**config.mk**
```make
export PLATFORM = sky130hd
export DESIGN_NAME = memory_unit
export DESIGN_NICKNAME = d
export VERILOG_FILES = /design/src/rtl/memory_unit.sv
export SDC_FILE = /design/constraint.sdc
export NUM_CORES = 1
export LEC_CHECK = 0
export BUFFER_PORTS_ARGS = -buffer_cell sky130_fd_sc_hd__clkbuf_2
export CAP_MARGIN = 20
export CORE_UTILIZATION = 61
export CTS_CLUSTER_DIAMETER = 30
export CTS_CLUSTER_SIZE = 24
export DETAILED_ROUTE_END_ITERATION = 12
export MAX_ROUTING_LAYER = met4
export PLACE_DENSITY_LB_ADDON = 0.1
export SYNTH_ARGS = -nofsm -noshare
export SYNTH_HDL_FRONTEND = slang
export SYNTH_SLANG_ARGS = --single-unit
```
**constraint.sdc**
```tcl
create_clock -name clk -period 5.6 [get_ports clk]
set_input_delay 0.56 -clock clk [delete_from_list [all_inputs] [get_ports clk]]
set_output_delay 0.56 -clock clk [all_outputs]
set_load 0.005 [all_outputs]
```
**src/rtl/memory_unit.sv**
```systemverilog
// MAR plus DEPTH x DW RAM for the 8-bit CPU: run mode follows lm/ce/we,
// program mode streams bytes in over a valid/ready handshake.
module memory_unit #(
    parameter int DEPTH = 16,
    parameter int AW    = 4,
    parameter int DW    = 8
) (
    input  logic          clk,
    input  logic          rst,
    input  logic [DW-1:0] bus_in,
    output logic [DW-1:0] bus_out,
    output logic          bus_oe,
    input  logic          lm,
    input  logic          ce,
    input  logic          we,
    input  logic          prog_mode,
    input  logic          prog_valid,
    input  logic [DW-1:0] prog_data,
    output logic          prog_ready,
    output logic          prog_done,
    output logic [AW-1:0] mar_out
);

    typedef enum logic [1:0] {
        ST_RUN,
        ST_PROG,
        ST_FULL
    } state_t;

    state_t        state_q, state_d;
    logic [AW-1:0] mar_q, mar_d;
    logic [AW-1:0] ptr_q, ptr_d;
    logic [DW-1:0] mem_q [DEPTH];

    logic          wr_en;
    logic [AW-1:0] wr_addr;
    logic [DW-1:0] wr_data;

    always_comb begin
        state_d = state_q;
        mar_d   = mar_q;
        ptr_d   = ptr_q;
        wr_en   = 1'b0;
        wr_addr = mar_q;
        wr_data = bus_in;
        case (state_q)
            ST_RUN: begin
                // A write uses the pre-edge MAR even when lm reloads it on the same edge
                if (lm) mar_d = bus_in[AW-1:0];
                if (we) wr_en = 1'b1;
                if (prog_mode) begin
                    state_d = ST_PROG;
                    ptr_d   = '0;
                end
            end
            ST_PROG: begin
                if (prog_valid) begin
                    wr_en   = 1'b1;
                    wr_addr = ptr_q;
                    wr_data = prog_data;
                    ptr_d   = ptr_q + AW'(1);
                    if (ptr_q == AW'(DEPTH - 1)) state_d = ST_FULL;
                end
                if (!prog_mode) begin
                    state_d = ST_RUN;
                    ptr_d   = '0;
                    mar_d   = '0;
                end
            end
            ST_FULL: begin
                if (!prog_mode) begin
                    state_d = ST_RUN;
                    ptr_d   = '0;
                    mar_d   = '0;
                end
            end
            default: state_d = ST_RUN;
        endcase
    end

    always_ff @(posedge clk or posedge rst) begin
        if (rst) begin
            state_q <= ST_RUN;
            mar_q   <= '0;
            ptr_q   <= '0;
        end else begin
            state_q <= state_d;
            mar_q   <= mar_d;
            ptr_q   <= ptr_d;
        end
    end

    // Memory is built from resettable flops so reset can clear every word at once
    always_ff @(posedge clk or posedge rst) begin
        if (rst) begin
            for (int i = 0; i < DEPTH; i++) mem_q[i] <= '0;
        end else if (wr_en) begin
            mem_q[wr_addr] <= wr_data;
        end
    end

    assign bus_oe     = (state_q == ST_RUN) && ce;
    assign bus_out    = bus_oe ? mem_q[mar_q] : '0;
    assign prog_ready = (state_q == ST_PROG);
    assign prog_done  = (state_q == ST_FULL);
    assign mar_out    = mar_q;

endmodule

```
==> flow_metrics.tcl <==
set metrics [dict create \
    status "finished clean" \
    synth_top_area_cell "dfrtp_1" \
    rr_startpoint "state_q[1]$_DFFE_PP0P_" \
    drt_iter0_markers 338 \
    reg2reg_slack_ps 2690 \
    critPathKind "register to primary output" \
    vias 4569 \
    yosys.area_share.xor_xnor 0 \
    synth_edf_count 0 \
    mostFrequentLayoutCell "mux2_2" \
    antenna_cells 0 \
    grt_usage 0.3112 \
    avgSynthCellArea_um2 13.32 \
    path_cells "buf_4, mux4_2, o21ai_0, o22ai_1, a21boi_1, clkbuf_2" \
    worst_slew_pin_slew_ps 1110 \
    cts_inserted_buffers 17 \
    synth_warnings 0 \
    critPathLaunch "mar_out[0]$_DFFE_PP0P_" \
    cts_tree "yes" \
    yosys-top-cells-area "dfrtp_1, mux2_2, mux2i_1" \
    overflow 0 \
    layout_common_cells "mux2_2, dfrtp_1, nand2_1, clkbuf_2, mux2i_1" \
    yosys.area_share.simple 0.09162 \
    htreeDepth 4 \
    synth_seq_cells 138 \
    grt_pass1_wl_mm 25.76 \
    die_x_um 109.2 \
    fillerInstances 778 \
    die_area_um2 11920 \
    port_buffers 37 \
    cts_hold_buf 0 \
    die_h_um 109.2 \
    setup_viol 0 \
    cts_resized 0 \
    r2r-end "mem_q[120]$_DFFE_PP0P_" \
    hold_violations 0 \
    routed_wl_mm 16.26 \
    cts_sinks 138 \
    cts_buffer_depth 2 \
    period_share 0.6506 \
    fin_setup_tns_ps 0 \
    clockRootBuffer "clkbuf_16" \
    clock_latency_ps 430 \
    hp-class "input pin to async pin" \
    end_kind "primary output" \
    place_congestion 0.8625 \
    syn_area_um2 7005 \
    ir_drop_mv 0.3480 \
    synth_compound_area_frac 0.06930 \
    detail_route.wl_per_cell_um 22.89 \
    grt_max_degree 93 \
    crit_arrival_ps 3080 \
    antenna_found_initial 0 \
    async_flop_share 1.000 \
    report.power.total_mw 4.254 \
    final_layout_size_suffix_gt1_frac 0.4404 \
    initial_utilization 0.6351 \
    path_clk_slew_ps 60 \
    yosysSeqAreaShare 0.4929 \
    reg2reg_depth 6 \
    ios 38 \
    grt_setup_unrepaired "false" \
    drtAntennaViolNets 0 \
    ys.flop_type "dfrtp_1" \
    power_density_nw_per_um2 542.7 \
    synthMuxAreaShare 0.3059 \
    synth_top_family_by_area "multiplexers" \
    synth_cell_types 50 \
    finClkSkew_ps 6.716 \
    drv_cap 0 \
    fin_crit_ps 3643 \
    core_um2 11030 \
    cpPeakStageDelay_ps 800 \
    critPathMaxFanout 37 \
    crit_end "bus_out[4]" \
    synthesis.instances 526 \
    synth_top_area_share 0.4929 \
    areaGrowthSynthToFinish_pct 11.88 \
    p_leak_nw 3.613 \
    postCtsSetupBuffers 0 \
    finalMaxSlewViolations 0 \
    drt_pre_antenna_iters 5 \
    drc 0 \
    worst_setup_path_start_kind "register" \
    final_nets 587 \
    synthAdderAreaFrac 0.01250 \
    fmax_ghz 0.2745 \
    max_slew_margin 0.2585 \
    dpl.hpwl_mm 10.66 \
    critical-path-slowest-cell "dfrtp_2" \
    required_ps 5040 \
    num_rows 38 \
    grt_pass1_vias 4605 \
    avgViaCountPerCell 6.435 \
    synthesis.nets 556 \
]
[cell type report]
| type | count | area (um2) | share of cell area |
|---|---|---|---|
| multi-input combinational | 354 | 3358 | 0.4285 |
| tap | 140 | 175.2 | 0.02235 |
| timing repair buffer | 40 | 227.7 | 0.02905 |
| inverter | 6 | 27.53 | 0.003512 |
| clock buffer | 24 | 511.7 | 0.06529 |
| sequential | 138 | 3455 | 0.4408 |
| clock inverter | 8 | 82.58 | 0.01054 |
[worst max-delay path, delay by kind of cell, from the launching register on]
family	cells	cell delay, ps
flip-flops	1	800
buffers and inverters	2	770
AO/OA/AOI/OAI	3	480
multiplexers	1	590
[power by group]
group | switching [mW] | leakage [nW] | internal [mW]
registers | 0.279 | 1.82 | 1.38
clock network | 0.426 | 0.282 | 0.683
logic | 0.761 | 1.51 | 0.726
total | 1.47 | 3.61 | 2.79
[per-layer routing]
layer,track usage,vias to the layer above,part of all wire
li1,-,2013,-
met1,0.4045,2394,0.44
met2,0.4847,142,0.49
met3,0.07770,20,0.053
met4,0.08977,0,0.013
met5,-,-,0
[worst min path at each step]
| stage | startpoint | endpoint |
|---|---|---|
| CTS | rst | mem_q[14]$_DFFE_PP0P_ |
| floorplan | mem_q[126]$_DFFE_PP0P_ | mem_q[126]$_DFFE_PP0P_ |
| global route | rst | mem_q[53]$_DFFE_PP0P_ |
| finish | rst | mem_q[61]$_DFFE_PP0P_ |
| global placement | mem_q[126]$_DFFE_PP0P_ | mem_q[126]$_DFFE_PP0P_ |
| detailed placement | mem_q[28]$_DFFE_PP0P_ | mem_q[28]$_DFFE_PP0P_ |
[cell families (layout without fill, tap and decap cells)]
group,after synthesis,in the layout
AOI/OAI and AO/OA,60,60
adders and majority gates,7,7
buffers and inverters,34,78
DFF,138,138
muxes,184,184
and+or+nand+nor,103,103
[registers in the layout, summed over array words and instances, names as in the netlist]
register / count
state_q: 2
ptr_q: 4
mar_out: 4
mem_q: 128
[cells in the mapped netlist (5+ instances only)]
cell type and n:
clkbuf_1 6, nor2_1 10, nand2b_1 9, mux2_2 139
mux2i_1 33, nand2_1 46, o21ai_0 9, buf_4 9
o31ai_1 5, o22ai_1 6, inv_1 5, nand3_4 10
a22oi_1 10, dfrtp_1 138, buf_2 11, ha_1 7
mux4_2 10, o221ai_1 5, nand3_1 5
[through the flow]
step	area (um2)	worst slack (ps)	util	hold WS, ps	std cells
2_1_floorplan	7005	1344	-	457.4	526
5_1_grt	7838	1759	0.7105	366.4	710
4_1_cts	7810	1959	0.7080	333.6	709
6_report	7838	1957	0.7105	296.9	710
3_5_place_dp	7216	2397	0.6542	480.9	677
3_3_place_gp	7216	2406	0.6542	470.6	677
(Power assumes the default switching activity.)
